===== src/rtl/dbg_pkg.sv =====
// Shared constants, state encoding and command decode for the UART debug loader.
package dbg_pkg;

  localparam int DBG_ADR_W = 32;

  // Host command bytes
  localparam logic [7:0] CMD_WRITE = 8'h57;  // 'W'
  localparam logic [7:0] CMD_READ  = 8'h52;  // 'R'
  localparam logic [7:0] CMD_HALT  = 8'h48;  // 'H'
  localparam logic [7:0] CMD_GO    = 8'h47;  // 'G'

  // Reply bytes
  localparam logic [7:0] RSP_OK    = 8'h4B;  // 'K'
  localparam logic [7:0] RSP_BAD   = 8'h3F;  // '?'

  typedef enum logic [2:0] {
    ST_IDLE,
    ST_ADR,
    ST_DAT,
    ST_BUS,
    ST_RESP
  } state_t;

  typedef enum logic [1:0] {
    OP_WRITE,
    OP_READ,
    OP_CTRL,
    OP_BAD
  } op_t;

  function automatic op_t decode_cmd(input logic [7:0] b);
    case (b)
      CMD_WRITE:        return OP_WRITE;
      CMD_READ:         return OP_READ;
      CMD_HALT, CMD_GO: return OP_CTRL;
      default:          return OP_BAD;
    endcase
  endfunction

endpackage


===== src/rtl/dbg_uart_loader_if.sv =====
// UART byte stream and debug memory bus seen by the loader.
// master = the loader itself, slave = UART/bus environment.
interface dbg_uart_loader_if;
  import dbg_pkg::*;

  logic [7:0]           rx_data;
  logic                 rx_valid;
  logic [7:0]           tx_data;
  logic                 tx_valid;
  logic                 tx_ready;
  logic                 dbg_mem_op;
  logic [3:0]           dbg_wren;
  logic [DBG_ADR_W-1:0] dbg_adr;
  logic [31:0]          dbg_do;
  logic [31:0]          dbg_di;
  logic                 dbg_ready;

  modport master (
    input  rx_data, rx_valid, tx_ready, dbg_di, dbg_ready,
    output tx_data, tx_valid, dbg_mem_op, dbg_wren, dbg_adr, dbg_do
  );

  modport slave (
    output rx_data, rx_valid, tx_ready, dbg_di, dbg_ready,
    input  tx_data, tx_valid, dbg_mem_op, dbg_wren, dbg_adr, dbg_do
  );

endinterface


===== src/rtl/dbg_shift32.sv =====
// Little-endian 32-bit byte shift register with a 2-bit byte counter.
// Bytes enter from the MSB side, so after four shifts the first byte sits in [7:0].
// Shifting zeros in drains the word LSB first, which serialises read replies.
module dbg_shift32 (
  input  logic        clk,
  input  logic        n_reset,
  input  logic        clr,     // drop a partial word (counter only)
  input  logic        shift,
  input  logic [7:0]  din,
  input  logic        load,    // parallel load, counter untouched
  input  logic [31:0] word,
  output logic [31:0] value,
  output logic        last     // next shift completes the word
);

  logic [1:0] cnt;

  assign last = (cnt == 2'd3);

  // Word and byte-position registers
  // NOTE: clocked state uses non-blocking assignments so every flop samples pre-edge values.
  always_ff @(posedge clk or negedge n_reset) begin
    if (!n_reset) begin
      value <= '0;
      cnt   <= '0;
    end else begin
      if (load)       value <= word;
      else if (shift) value <= {din, value[31:8]};

      if (clr)        cnt <= '0;
      else if (shift) cnt <= cnt + 2'd1;  // wraps 3->0 on the final byte
    end
  end

endmodule


===== src/rtl/dbg_uart_loader.sv =====
// UART command decoder driving the SoC debug memory port and the CPU reset.
// W A0..A3 D0..D3 -> write, reply 'K'; R A0..A3 -> read, reply D0..D3;
// H/G -> hold/release CPU, reply 'K'; anything else -> '?'.
module dbg_uart_loader
  import dbg_pkg::*;
#(
  parameter int TIMEOUT_CYCLES = 100000,
  parameter bit BOOT_HELD      = 1'b0
) (
  input  logic                clk,
  input  logic                n_reset,
  dbg_uart_loader_if.master   bus,
  output logic                cpu_n_reset
);

  localparam int TIMER_W = (TIMEOUT_CYCLES > 2) ? $clog2(TIMEOUT_CYCLES) : 1;
  localparam logic [TIMER_W-1:0] TIMER_LAST = TIMER_W'(TIMEOUT_CYCLES - 1);

  state_t             state, state_nxt;
  op_t                op;
  logic [TIMER_W-1:0] timer;
  logic               in_arg, timeout;
  logic               adr_shift, dat_shift, dat_load, abort;
  logic [7:0]         dat_din;
  logic [31:0]        adr_q, dat_q;
  logic               adr_last, dat_last;
  logic               tx_valid;
  logic [7:0]         tx_data;
  logic               mem_op;
  logic [3:0]         wren;

  dbg_shift32 u_adr (
    .clk     (clk),
    .n_reset (n_reset),
    .clr     (abort),
    .shift   (adr_shift),
    .din     (bus.rx_data),
    .load    (1'b0),
    .word    (32'h0),
    .value   (adr_q),
    .last    (adr_last)
  );

  // Holds write data, then the captured read word while it is sent back.
  dbg_shift32 u_dat (
    .clk     (clk),
    .n_reset (n_reset),
    .clr     (abort),
    .shift   (dat_shift),
    .din     (dat_din),
    .load    (dat_load),
    .word    (bus.dbg_di),
    .value   (dat_q),
    .last    (dat_last)
  );

  assign in_arg  = (state == ST_ADR) || (state == ST_DAT);
  // A byte arriving on the expiry cycle wins over the timeout.
  assign timeout = in_arg && !bus.rx_valid && (timer == TIMER_LAST);

  // State register
  always_ff @(posedge clk or negedge n_reset) begin
    if (!n_reset) state <= ST_IDLE;
    else          state <= state_nxt;
  end

  // Next state and per-cycle datapath strobes
  // NOTE: every output gets a default first, so no path through the case leaves a latch.
  always_comb begin
    state_nxt = state;
    adr_shift = 1'b0;
    dat_shift = 1'b0;
    dat_load  = 1'b0;
    dat_din   = bus.rx_data;
    abort     = 1'b0;
    tx_valid  = 1'b0;
    case (state)
      ST_IDLE: begin
        if (bus.rx_valid) begin
          case (decode_cmd(bus.rx_data))
            OP_WRITE, OP_READ: state_nxt = ST_ADR;
            default:           state_nxt = ST_RESP;
          endcase
        end
      end
      ST_ADR: begin
        if (bus.rx_valid) begin
          adr_shift = 1'b1;
          if (adr_last) state_nxt = (op == OP_WRITE) ? ST_DAT : ST_BUS;
        end else if (timeout) begin
          abort     = 1'b1;
          state_nxt = ST_IDLE;
        end
      end
      ST_DAT: begin
        if (bus.rx_valid) begin
          dat_shift = 1'b1;
          if (dat_last) state_nxt = ST_BUS;
        end else if (timeout) begin
          abort     = 1'b1;
          state_nxt = ST_IDLE;
        end
      end
      ST_BUS: begin
        // Incoming bytes are dropped here and in RESP; the host waits for the reply.
        if (bus.dbg_ready) begin
          dat_load  = (op == OP_READ);
          state_nxt = ST_RESP;
        end
      end
      ST_RESP: begin
        tx_valid = 1'b1;
        if (bus.tx_ready) begin
          if (op == OP_READ) begin
            dat_shift = 1'b1;
            dat_din   = 8'h00;
            if (dat_last) state_nxt = ST_IDLE;
          end else begin
            state_nxt = ST_IDLE;
          end
        end
      end
      default: state_nxt = ST_IDLE;
    endcase
  end

  // Reply byte for the current response position
  always_comb begin
    tx_data = 8'h00;
    if (state == ST_RESP) begin
      case (op)
        OP_READ: tx_data = dat_q[7:0];
        OP_BAD:  tx_data = RSP_BAD;
        default: tx_data = RSP_OK;
      endcase
    end
  end

  // Command latch, bus request, CPU reset control and inter-byte timer
  always_ff @(posedge clk or negedge n_reset) begin
    if (!n_reset) begin
      op          <= OP_BAD;
      mem_op      <= 1'b0;
      wren        <= 4'h0;
      cpu_n_reset <= !BOOT_HELD;
      timer       <= '0;
    end else begin
      if (state == ST_IDLE && bus.rx_valid) begin
        op <= decode_cmd(bus.rx_data);
        if (bus.rx_data == CMD_HALT) cpu_n_reset <= 1'b0;
        if (bus.rx_data == CMD_GO)   cpu_n_reset <= 1'b1;
      end

      // Request is high for exactly the cycles spent in BUS.
      mem_op <= (state_nxt == ST_BUS);
      if (state != ST_BUS && state_nxt == ST_BUS)
        wren <= (op == OP_WRITE) ? 4'hF : 4'h0;

      if (in_arg && !bus.rx_valid && !timeout) timer <= timer + 1'b1;
      else                                     timer <= '0;
    end
  end

  assign bus.tx_valid   = tx_valid;
  assign bus.tx_data    = tx_data;
  assign bus.dbg_mem_op = mem_op;
  assign bus.dbg_wren   = wren;
  assign bus.dbg_adr    = adr_q;
  assign bus.dbg_do     = dat_q;

endmodule


===== src/flat_wrapper.sv =====
// flat-port wrapper written by rule: the top's interface ports become plain ports
module dbg_uart_loader_flat import dbg_pkg::*;
#(
  parameter int TIMEOUT_CYCLES = 100000,
  parameter bit BOOT_HELD      = 1'b0
)
  (clk, n_reset, cpu_n_reset, bus_rx_data, bus_rx_valid, bus_tx_ready, bus_dbg_di, bus_dbg_ready, bus_tx_data, bus_tx_valid, bus_dbg_mem_op, bus_dbg_wren, bus_dbg_adr, bus_dbg_do);
  dbg_uart_loader_if bus_i ();
  input  logic clk;
  input  logic n_reset;
  output logic cpu_n_reset;
  input wire logic [$bits(bus_i.rx_data)-1:0] bus_rx_data;
  input wire logic [$bits(bus_i.rx_valid)-1:0] bus_rx_valid;
  input wire logic [$bits(bus_i.tx_ready)-1:0] bus_tx_ready;
  input wire logic [$bits(bus_i.dbg_di)-1:0] bus_dbg_di;
  input wire logic [$bits(bus_i.dbg_ready)-1:0] bus_dbg_ready;
  output wire logic [$bits(bus_i.tx_data)-1:0] bus_tx_data;
  output wire logic [$bits(bus_i.tx_valid)-1:0] bus_tx_valid;
  output wire logic [$bits(bus_i.dbg_mem_op)-1:0] bus_dbg_mem_op;
  output wire logic [$bits(bus_i.dbg_wren)-1:0] bus_dbg_wren;
  output wire logic [$bits(bus_i.dbg_adr)-1:0] bus_dbg_adr;
  output wire logic [$bits(bus_i.dbg_do)-1:0] bus_dbg_do;
  assign bus_i.rx_data = bus_rx_data;
  assign bus_i.rx_valid = bus_rx_valid;
  assign bus_i.tx_ready = bus_tx_ready;
  assign bus_i.dbg_di = bus_dbg_di;
  assign bus_i.dbg_ready = bus_dbg_ready;
  assign bus_tx_data = bus_i.tx_data;
  assign bus_tx_valid = bus_i.tx_valid;
  assign bus_dbg_mem_op = bus_i.dbg_mem_op;
  assign bus_dbg_wren = bus_i.dbg_wren;
  assign bus_dbg_adr = bus_i.dbg_adr;
  assign bus_dbg_do = bus_i.dbg_do;
  dbg_uart_loader #(.TIMEOUT_CYCLES(TIMEOUT_CYCLES), .BOOT_HELD(BOOT_HELD)) u_core (.clk(clk), .n_reset(n_reset), .bus(bus_i), .cpu_n_reset(cpu_n_reset));
endmodule

===== config.mk =====
export PLATFORM = sky130hd
export DESIGN_NAME = dbg_uart_loader_flat
export DESIGN_NICKNAME = d
export VERILOG_FILES = /design/src/rtl/dbg_pkg.sv /design/src/rtl/dbg_uart_loader_if.sv /design/src/rtl/dbg_shift32.sv /design/src/rtl/dbg_uart_loader.sv /design/src/flat_wrapper.sv
export SDC_FILE = /design/constraint.sdc
export NUM_CORES = 1
export LEC_CHECK = 0
export CAP_MARGIN = 20
export CORE_ASPECT_RATIO = 0.7
export CORE_MARGIN = 5
export CORE_UTILIZATION = 48
export CTS_CLUSTER_DIAMETER = 150
export DETAILED_ROUTE_END_ITERATION = 10
export HOLD_SLACK_MARGIN = 0.03
export PLACE_DENSITY = 0.81
export SYNTH_ARGS = -nofsm -noshare
export SYNTH_HDL_FRONTEND = slang
export SYNTH_SLANG_ARGS = --single-unit

===== constraint.sdc =====
create_clock -name clk -period 2.05 [get_ports clk]
set_input_delay 0.41 -clock clk [delete_from_list [all_inputs] [get_ports clk]]
set_output_delay 0.41 -clock clk [all_outputs]
set_load 0.1 [all_outputs]

# After elaboration in Yosys (flattened, before gate mapping)
# Index checks and enable logic that the tools add are counted.
[totals] regBits=96 input_bits=45 word_cells=90
[op_classes] add_sub_neg=3 n_eq_ne=16 mux=42 n_reduce_logical=19
[op_table] op="32-bit 2-to-1 mux" n=2
[op_table] op="3-bit 2-to-1 mux" n=11
[op_table] op="8-bit by 7-bit == test with 1-bit output, second input constant" n=4
[op_table] op="8-bit 2-to-1 mux" n=4
[op_table] op="17-bit by 1-bit adder with 17-bit output, second input constant" n=1
[op_table] op="17-bit == test, second input constant" n=1
[op_table] op="17-bit 2-to-1 mux" n=1
[op_table] op="8-bit one-hot mux with 2 select lines" n=1
[op_table] op="3-bit one-hot mux with 5 select lines" n=1
[op_table] op="1-bit 2-to-1 mux" n=13
[op_table] op="2-bit 2-to-1 mux" n=6
[op_table] op="3-bit by 2-bit == test with 1-bit output, second input constant" n=3
[op_table] op="2-bit nonzero test" n=4
[op_table] op="2-bit == test, second input constant" n=3
[op_table] op="2-bit one-hot mux with 3 select lines" n=1
[op_table] op="2-bit OR reduction" n=3
[op_table] op="1-bit logical AND" n=5
[op_table] op="2-bit by 1-bit adder with 2-bit output, second input constant" n=2
[op_table] op="2-bit by 1-bit == test with 1-bit output, second input constant" n=2
[op_table] op="2-bit logical NOT" n=2
[op_table] op="4-bit 2-to-1 mux" n=1
[op_table] op="3-bit by 1-bit == test with 1-bit output, second input constant" n=1
[op_table] op="3-bit == test, second input constant" n=1
[op_table] op="3-bit logical NOT" n=1
[op_table] op="other kinds (5)" n=6

# Longest topological paths before layout
# Gate-level depths: netlist of run 1.
[logic_depth] depth_word=12 mapped_depth=7 ltp_nobuf=6

# Modules after synthesis
# From an unflattened synthesis of run 1, not the netlist that was laid out.
[unflattened] cells_unflattened=465 area_unflattened_um2=4795.8
[by_module_without_submodules] mod="dbg_shift32" n_inst=2 cells_per_inst=146 area_per_inst_um2=1600.3
[by_module_without_submodules] mod="dbg_uart_loader" n_inst=1 cells_per_inst=173 area_per_inst_um2=1595.3

# Worst setup path after synthesis of run 1
# Ideal clock, no wire load.
[synth_timing] path_type="register to output" startpoint="register u_core.u_dat.value[6]" endpoint="output port bus_tx_data[6]" arrival_ps=2541 t_required_ps=1640 slack_ps=-901 stages_incl_launch_ff=3 cell_sequence="dfrtp_1 nand2b_1 a21oi_1"
[synth_between] elab_chain_len=2
[synth_lines] element="start, declared" line_no="dbg_shift32.sv:12" rtl="output logic [31:0] value,"
[synth_lines] element="start signal, assigned" line_no="dbg_shift32.sv:27" rtl="if (load) value <= word;"
[synth_lines] element="start signal, assigned" line_no="dbg_shift32.sv:28" rtl="else if (shift) value <= {din, value[31:8]};"
[synth_lines] element="8-bit one-hot mux with 2 select lines" line_no="dbg_uart_loader.sv:131" rtl="case (op)"
[synth_lines] element="8-bit 2-to-1 mux" line_no="dbg_uart_loader.sv:130" rtl="if (state == ST_RESP) begin"
[synth_lines] element="end, declared" line_no="flat_wrapper.sv:17" rtl="output wire logic [$bits(bus_i.tx_data)-1:0] bus_tx_data;"
# No other way between the ends.

# Worst setup path after layout of run 1
[layout_timing] startpoint="register u_core.op[0]" endpoint="output port bus_tx_data[7]"
[layout_between] elab_chain_len=3 elab_cells_between_ends=4 classes_between="eq/ne (2); mux (2)"
[layout_lines] element="start, declared" line_no="dbg_uart_loader.sv:20" rtl="op_t op;"
[layout_lines] element="start signal, assigned" line_no="dbg_uart_loader.sv:149" rtl="op <= decode_cmd(bus.rx_data);"
[layout_lines] element="2-bit == test or 2-bit by 1-bit == test with 1-bit output (tied branches)" line_no="dbg_uart_loader.sv:131"
[layout_lines] element="8-bit one-hot mux with 2 select lines (*)" line_no="dbg_uart_loader.sv:131"
[layout_lines] element="8-bit 2-to-1 mux (*)" line_no="dbg_uart_loader.sv:130"
# Every way passes the cells marked *; elsewhere a longest branch is shown, timed or not.

==> results of run 1 <==
==> sequential cells by signal, indices dropped and copies added (netlist names), 2 cells and up <==
signal              cells
u_core.u_adr.cnt        2
u_core.timer           17
u_core.u_adr.value     32
u_core.u_dat.cnt        2
u_core.u_dat.value     32
u_core.state            3
u_core.op               2
==> repair_timing <==
action | CTS | global route
setup endpoints to repair | 5 | 7
gates resized for setup | 4 | 0
buffers inserted | 1 | 4
pin swaps | 1 | 1
==> worst max-delay path, cell delays in order, from the launching register on <==
cell and delay (ns):
dfstp_2 0.64, nor2b_4 0.26, and3_4 0.22, buf_12 0.17
==> layout by cell type (no fill, tap or decap), drive strengths merged, types with 3 or more instances in the layout <==
cell type      Yosys  routed
clkbuf             6      12
xnor2              7       7
dfrtp             90      90
and3               4       4
nand4              4       4
nor4               3       3
nand2b             7       7
ha                 3       3
mux2i             26      26
mux2              33      33
xor2              11      11
nand2             37      37
a21oi             11      11
o21ai             28      28
buf               13     112
nor3               7       7
nand3             12      12
clkdlybuf4s50      0      43
o21a               4       4
nor2              48      48
inv                4       3
dfstp              3       3
==> report_power, final <==
part,internal (mW),switching [mW]
Sequential,2.05,0.200
Clock,1.10,0.675
Combinational,0.624,1.96
Total,3.78,2.84
==> cell families (layout without fill, tap and decap cells) <==
| group | after synthesis | in the layout | share of synthesized area |
|---|---|---|---|
| compound gates | 51 | 51 | 0.0687 |
| xor+xnor | 18 | 18 | 0.0367 |
| fa+ha+maj | 3 | 3 | 0.00873 |
| buf+inv | 23 | 175 | 0.0364 |
| flops | 93 | 93 | 0.542 |
| mux | 59 | 59 | 0.148 |
| simple gates | 138 | 138 | 0.159 |
==> worst paths after layout <==
| path | startpoint | endpoint |
|---|---|---|
| worst max-delay path | u_core.op[0]$_DFFE_PN1P_ | bus_tx_data[7] |
| worst min-delay path | n_reset | u_core.timer[4]$_DFF_PN0_ |
| worst max register to register | u_core.state[0]$_DFF_PN0_ | u_core.bus.dbg_wren[2]$_DFFE_PN0P_ |
| worst min register to register | u_core.u_adr.value[6]$_DFFE_PN0P_ | u_core.u_adr.value[6]$_DFFE_PN0P_ |
| max in group asynchronous | n_reset | u_core.op[0]$_DFFE_PN1P_ |
| min in group clk | u_core.u_adr.value[6]$_DFFE_PN0P_ | u_core.u_adr.value[6]$_DFFE_PN0P_ |
==> routing by layer <==
| metal | vias up | GRT usage |
|---|---|---|
| li1 | 1632 | - |
| met1 | 1725 | 0.283 |
| met2 | 87 | 0.383 |
| met3 | 25 | 0.0436 |
| met5 | - | 0 |
| met4 | 0 | 0.0603 |
==> area by class of cell <==
type                            count  share of cell area
Timing Repair Buffer              155               0.235
Sequential cell                    93               0.379
Clock buffer                       12              0.0400
Clock inverter                      4              0.0118
Tap cell                          120              0.0244
Multi-Input combinational cell    269               0.307
Inverter                            4             0.00305
==> results_dict.tcl, run 1 <==
set metrics [dict create \
    status "finished clean" \
    wl_met1_um 5030 \
    start_kind "flop" \
    seq_area_frac_synth 0.542 \
    final_util 0.717 \
    p_total_mw 6.61 \
    dieArea_um2 11000 \
    syn_area_um2 4300 \
    drive_gt1_frac 0.330 \
    endpoint_kind "primary output" \
    finalCriticalPeriod_ns 2.03 \
    nets 580 \
    ff2ff_path_depth 6 \
    cap_viol_max_count 0 \
    core_area_um2 8580 \
    dpl.cell_count 636 \
    whs_ns 0.0371 \
    pre_cts_ws_ns -0.113 \
    grt_pass1_vias 3516 \
    overflow 0 \
    hold_path_class "in -> async" \
    hpwl_um 8520 \
    p_leak_nw 3.02 \
    antenna_found_initial 0 \
    setup-violations-final 0 \
    ant_nets 0 \
    place.gp.congestion 0.839 \
    rsz0062_at_grt "yes" \
    tns_ns 0 \
    worst_ep_required_time_ns 1.64 \
    dr.pass1.iters 4 \
    multi_input_area_um2 1890 \
    cts_buffers 9 \
    die_x_um 123 \
    rows 28 \
    cp_max_fo 6 \
    synthTopCellsByCount "dfrtp_1 (90), nor2_1 (48), nand2_1 (37)" \
    clk_path_buf_depth 2 \
    cts_root_buf "clkbuf_16" \
    stdcell_count 657 \
    diodes 0 \
    fill_cells 590 \
    max_freq_mhz 493 \
    drt_iter0_drc 230 \
    hold_viol_final 0 \
    synth.distinct_cells 48 \
    portBuffers 123 \
    met3WireLength_um 460 \
    synth_seq_cells 93 \
    skew_ns 0.00706 \
    wl_per_cell_um 17.8 \
    h-tree-depth 3 \
    cts_num_sinks 93 \
    synth.most_common_cell "dfrtp_1" \
    tightest_slew_ns 0.486 \
    arrival_ns 1.62 \
    syn_nets 433 \
    grtUsageTotal 0.219 \
    slew_headroom 0.676 \
    criticalPathCategory "reg -> out" \
    cts_tree "done" \
    ios 124 \
    synth_ff_type "dfrtp_1" \
    clkLatencyLatePin_ns 0.34 \
    wl_um 11700 \
    synth_edf_count 0 \
    drv_slew 0 \
    highest_layer "met4" \
    route.detailed.drc 0 \
    final.setup.worst_slack_ns 0.0198 \
    synthCells 385 \
    grt_pass1_wl_um 18500 \
    via_count 3469 \
    clk_pin_slew_ns 0.06 \
    rrSetupSlack_ns 0.15 \
    syn_avg_cell_area_um2 11.2 \
    ys.warnings.count 0 \
    synth_top_area_cell "dfrtp_1" \
    postSynth.asyncResetShare 1.00 \
    grt_start_max_net_pins 51 \
    areaGrowthSynthToFinish_pct 43.2 \
    ys_top_cells_by_area "dfrtp_1 (52%), mux2_2 (7.3%), mux2i_1 (6.1%)" \
    finalCritPeriodShare 0.990 \
    power_density_nw_per_um2 1070 \
    synth_top_area_frac 0.524 \
    fp.dieH_um 89.2 \
    regArea_um2 2330 \
    placed_cell_area_um2 5790 \
    vdd_drop_max_v 0.000728 \
    hold_buffers 0 \
    initial_core_util 0.501 \
    wl_met2_um 6000 \
    via_per_inst 5.28 \
    stdcell_area_um2 6160 \
]
Note: power is estimated with default switching activity, not from simulation.
==> inputs of run 2 (changes only) <==
==> constraint.sdc (replaced) <==
create_clock -name clk -period 2.1 [get_ports clk]
set_input_delay 0.42 -clock clk [delete_from_list [all_inputs] [get_ports clk]]
set_output_delay 0.42 -clock clk [all_outputs]
set_load 0.1 [all_outputs]
==> results_dict.tcl, run 2 (same netlist as run 1, synthesis figures left out) <==
set metrics [dict create \
    overflow 0 \
    drv_slew 0 \
    rows 28 \
    areaGrowthSynthToFinish_pct 40.9 \
    arrival_ns 1.61 \
    hold_viol_final 0 \
    stdcell_count 649 \
    skew_ns 0.00365 \
    crit_path_max_incr_delay_ns 0.48 \
    hold_path_class "in -> async" \
    h-tree-depth 3 \
    wl_um 11000 \
    slew_headroom 0.671 \
    cts_buffers 9 \
    fp.dieH_um 89.2 \
    dpl.cell_count 630 \
    route.detailed.drc 0 \
    cts_num_sinks 93 \
    cts_tree "done" \
    criticalPathCategory "reg -> out" \
    hold_buffers 0 \
    via_count 3418 \
    core_area_um2 8580 \
    initial_core_util 0.501 \
    crit_path_top_delay_cell "dfrtp_2" \
    final_cell_mix "buf_4 (90), dfrtp_1 (88), nor2_1 (43), clkdlybuf4s50_1 (43), nand2_1 (36)" \
    grt_pass1_vias 3402 \
    cts_root_buf "clkbuf_16" \
    portBuffers 123 \
    finalCritPeriodShare 0.966 \
    layout_commonest_cell "buf_4" \
    place.gp.congestion 0.841 \
    stdcell_area_um2 6060 \
    clkLatencyLatePin_ns 0.34 \
    status "finished clean" \
    rsz0062_at_grt "no" \
    clk_path_buf_depth 2 \
    nets 572 \
    whs_ns 0.0474 \
    grtUsageTotal 0.210 \
    p_leak_nw 2.97 \
    wl_per_cell_um 16.9 \
    dieArea_um2 11000 \
    ant_nets 0 \
    via_per_inst 5.27 \
    die_x_um 123 \
    power_density_nw_per_um2 1020 \
    final_util 0.706 \
    grt_start_max_net_pins 51 \
    worst_ep_required_time_ns 1.68 \
    clk_pin_slew_ns 0.06 \
    vdd_drop_max_v 0.000612 \
    start_kind "flop" \
    multi_input_area_um2 1890 \
    regArea_um2 2330 \
    dr.pass1.iters 4 \
    max_freq_mhz 493 \
    hpwl_um 8370 \
    cap_viol_max_count 0 \
    finalCriticalPeriod_ns 2.03 \
    critical_path_buf_inv_count 2 \
    cp_max_fo 8 \
    crit_chain "nor2_4 -> nand2_4 -> clkinvlp_4 -> and3_4 -> buf_12" \
    drt_iter0_drc 226 \
    setup-violations-final 0 \
    drive_gt1_frac 0.321 \
    placed_cell_area_um2 5740 \
    grt_pass1_wl_um 17700 \
    endpoint_kind "primary output" \
    fill_cells 619 \
    reg_top3 "u_core.u_adr.value: 32 flops, u_core.u_dat.value: 32 flops, u_core.timer: 17 flops" \
    tightest_slew_ns 0.494 \
    crit_family "simple AND/OR/NAND/NOR gates" \
    ios 124 \
    antenna_found_initial 0 \
    diodes 0 \
]
[run 2: area by class of cell]
cell class / instances / area share
flip-flops and latches: 93 / 0.385
multi-input cells: 269 / 0.312
inverters: 4 / 0.00310
clock buffers: 12 / 0.0423
well taps: 120 / 0.0248
repair buffers: 147 / 0.229
clock inverters: 4 / 0.00372
[run 2: where the power goes]
group	leakage [nW]	switching, mW	internal (mW)
sequential	1.25	0.202	2.00
combinational	1.58	1.89	0.607
clock	0.138	0.638	0.860
[run 2: layer usage]
layer,global-route usage,part of all wire
met5,0,0
met1,0.275,0.44
met3,0.0462,0.036
met2,0.360,0.51
met4,0.0543,0.012
[run 2: worst paths after layout]
check | from | to | slack (ns) | cells past startpoint
setup / recovery | u_core.state[1]$_DFF_PN0_ | bus_tx_data[7] | 0.07 | 5
hold / removal | n_reset | u_core.u_dat.value[21]$_DFFE_PN0P_ | 0.05 | 1
setup reg to reg | u_core.state[1]$_DFF_PN0_ | u_core.bus.dbg_wren[2]$_DFFE_PN0P_ | 0.27 | 5
hold reg to reg | u_core.timer[0]$_DFF_PN0_ | u_core.timer[0]$_DFF_PN0_ | 0.49 | 1
max in group asynchronous | n_reset | u_core.u_adr.value[23]$_DFFE_PN0P_ | 1.39 | 2
min in group clk | u_core.timer[0]$_DFF_PN0_ | u_core.timer[0]$_DFF_PN0_ | 0.49 | 1
[run 2: through the flow]
| stage | total power [mW] | setup WS [ns] | TNS (ns) |
|---|---|---|---|
| after global routing | 6.43 | 0.0153 | 0 |
| after global placement | 4.70 | 0.0110 | 0 |
| after floorplan | 4.00 | -0.0630 | -0.0630 |
| after detailed placement | 4.74 | -0.0410 | -0.265 |
| final | 6.20 | 0.0716 | 0 |
| after CTS | 6.24 | 0.0309 | 0 |
[run 2: what timing repair did]
item,in CTS,in global routing
setup endpoints to repair,4,1
resized for setup,4,0
setup buffers,1,2
pin swaps,1,0
==> inputs of run 3 (changes only) <==
--- a/config.mk
+++ b/config.mk
@@ -13,6 +13,7 @@
 export DETAILED_ROUTE_END_ITERATION = 10
 export HOLD_SLACK_MARGIN = 0.03
 export PLACE_DENSITY = 0.81
+export SLEW_MARGIN = 30
 export SYNTH_ARGS = -nofsm -noshare
 export SYNTH_HDL_FRONTEND = slang
 export SYNTH_SLANG_ARGS = --single-unit
==> results of run 3 <==
The final DEF is identical to that of run 2; final timing and power are the same.
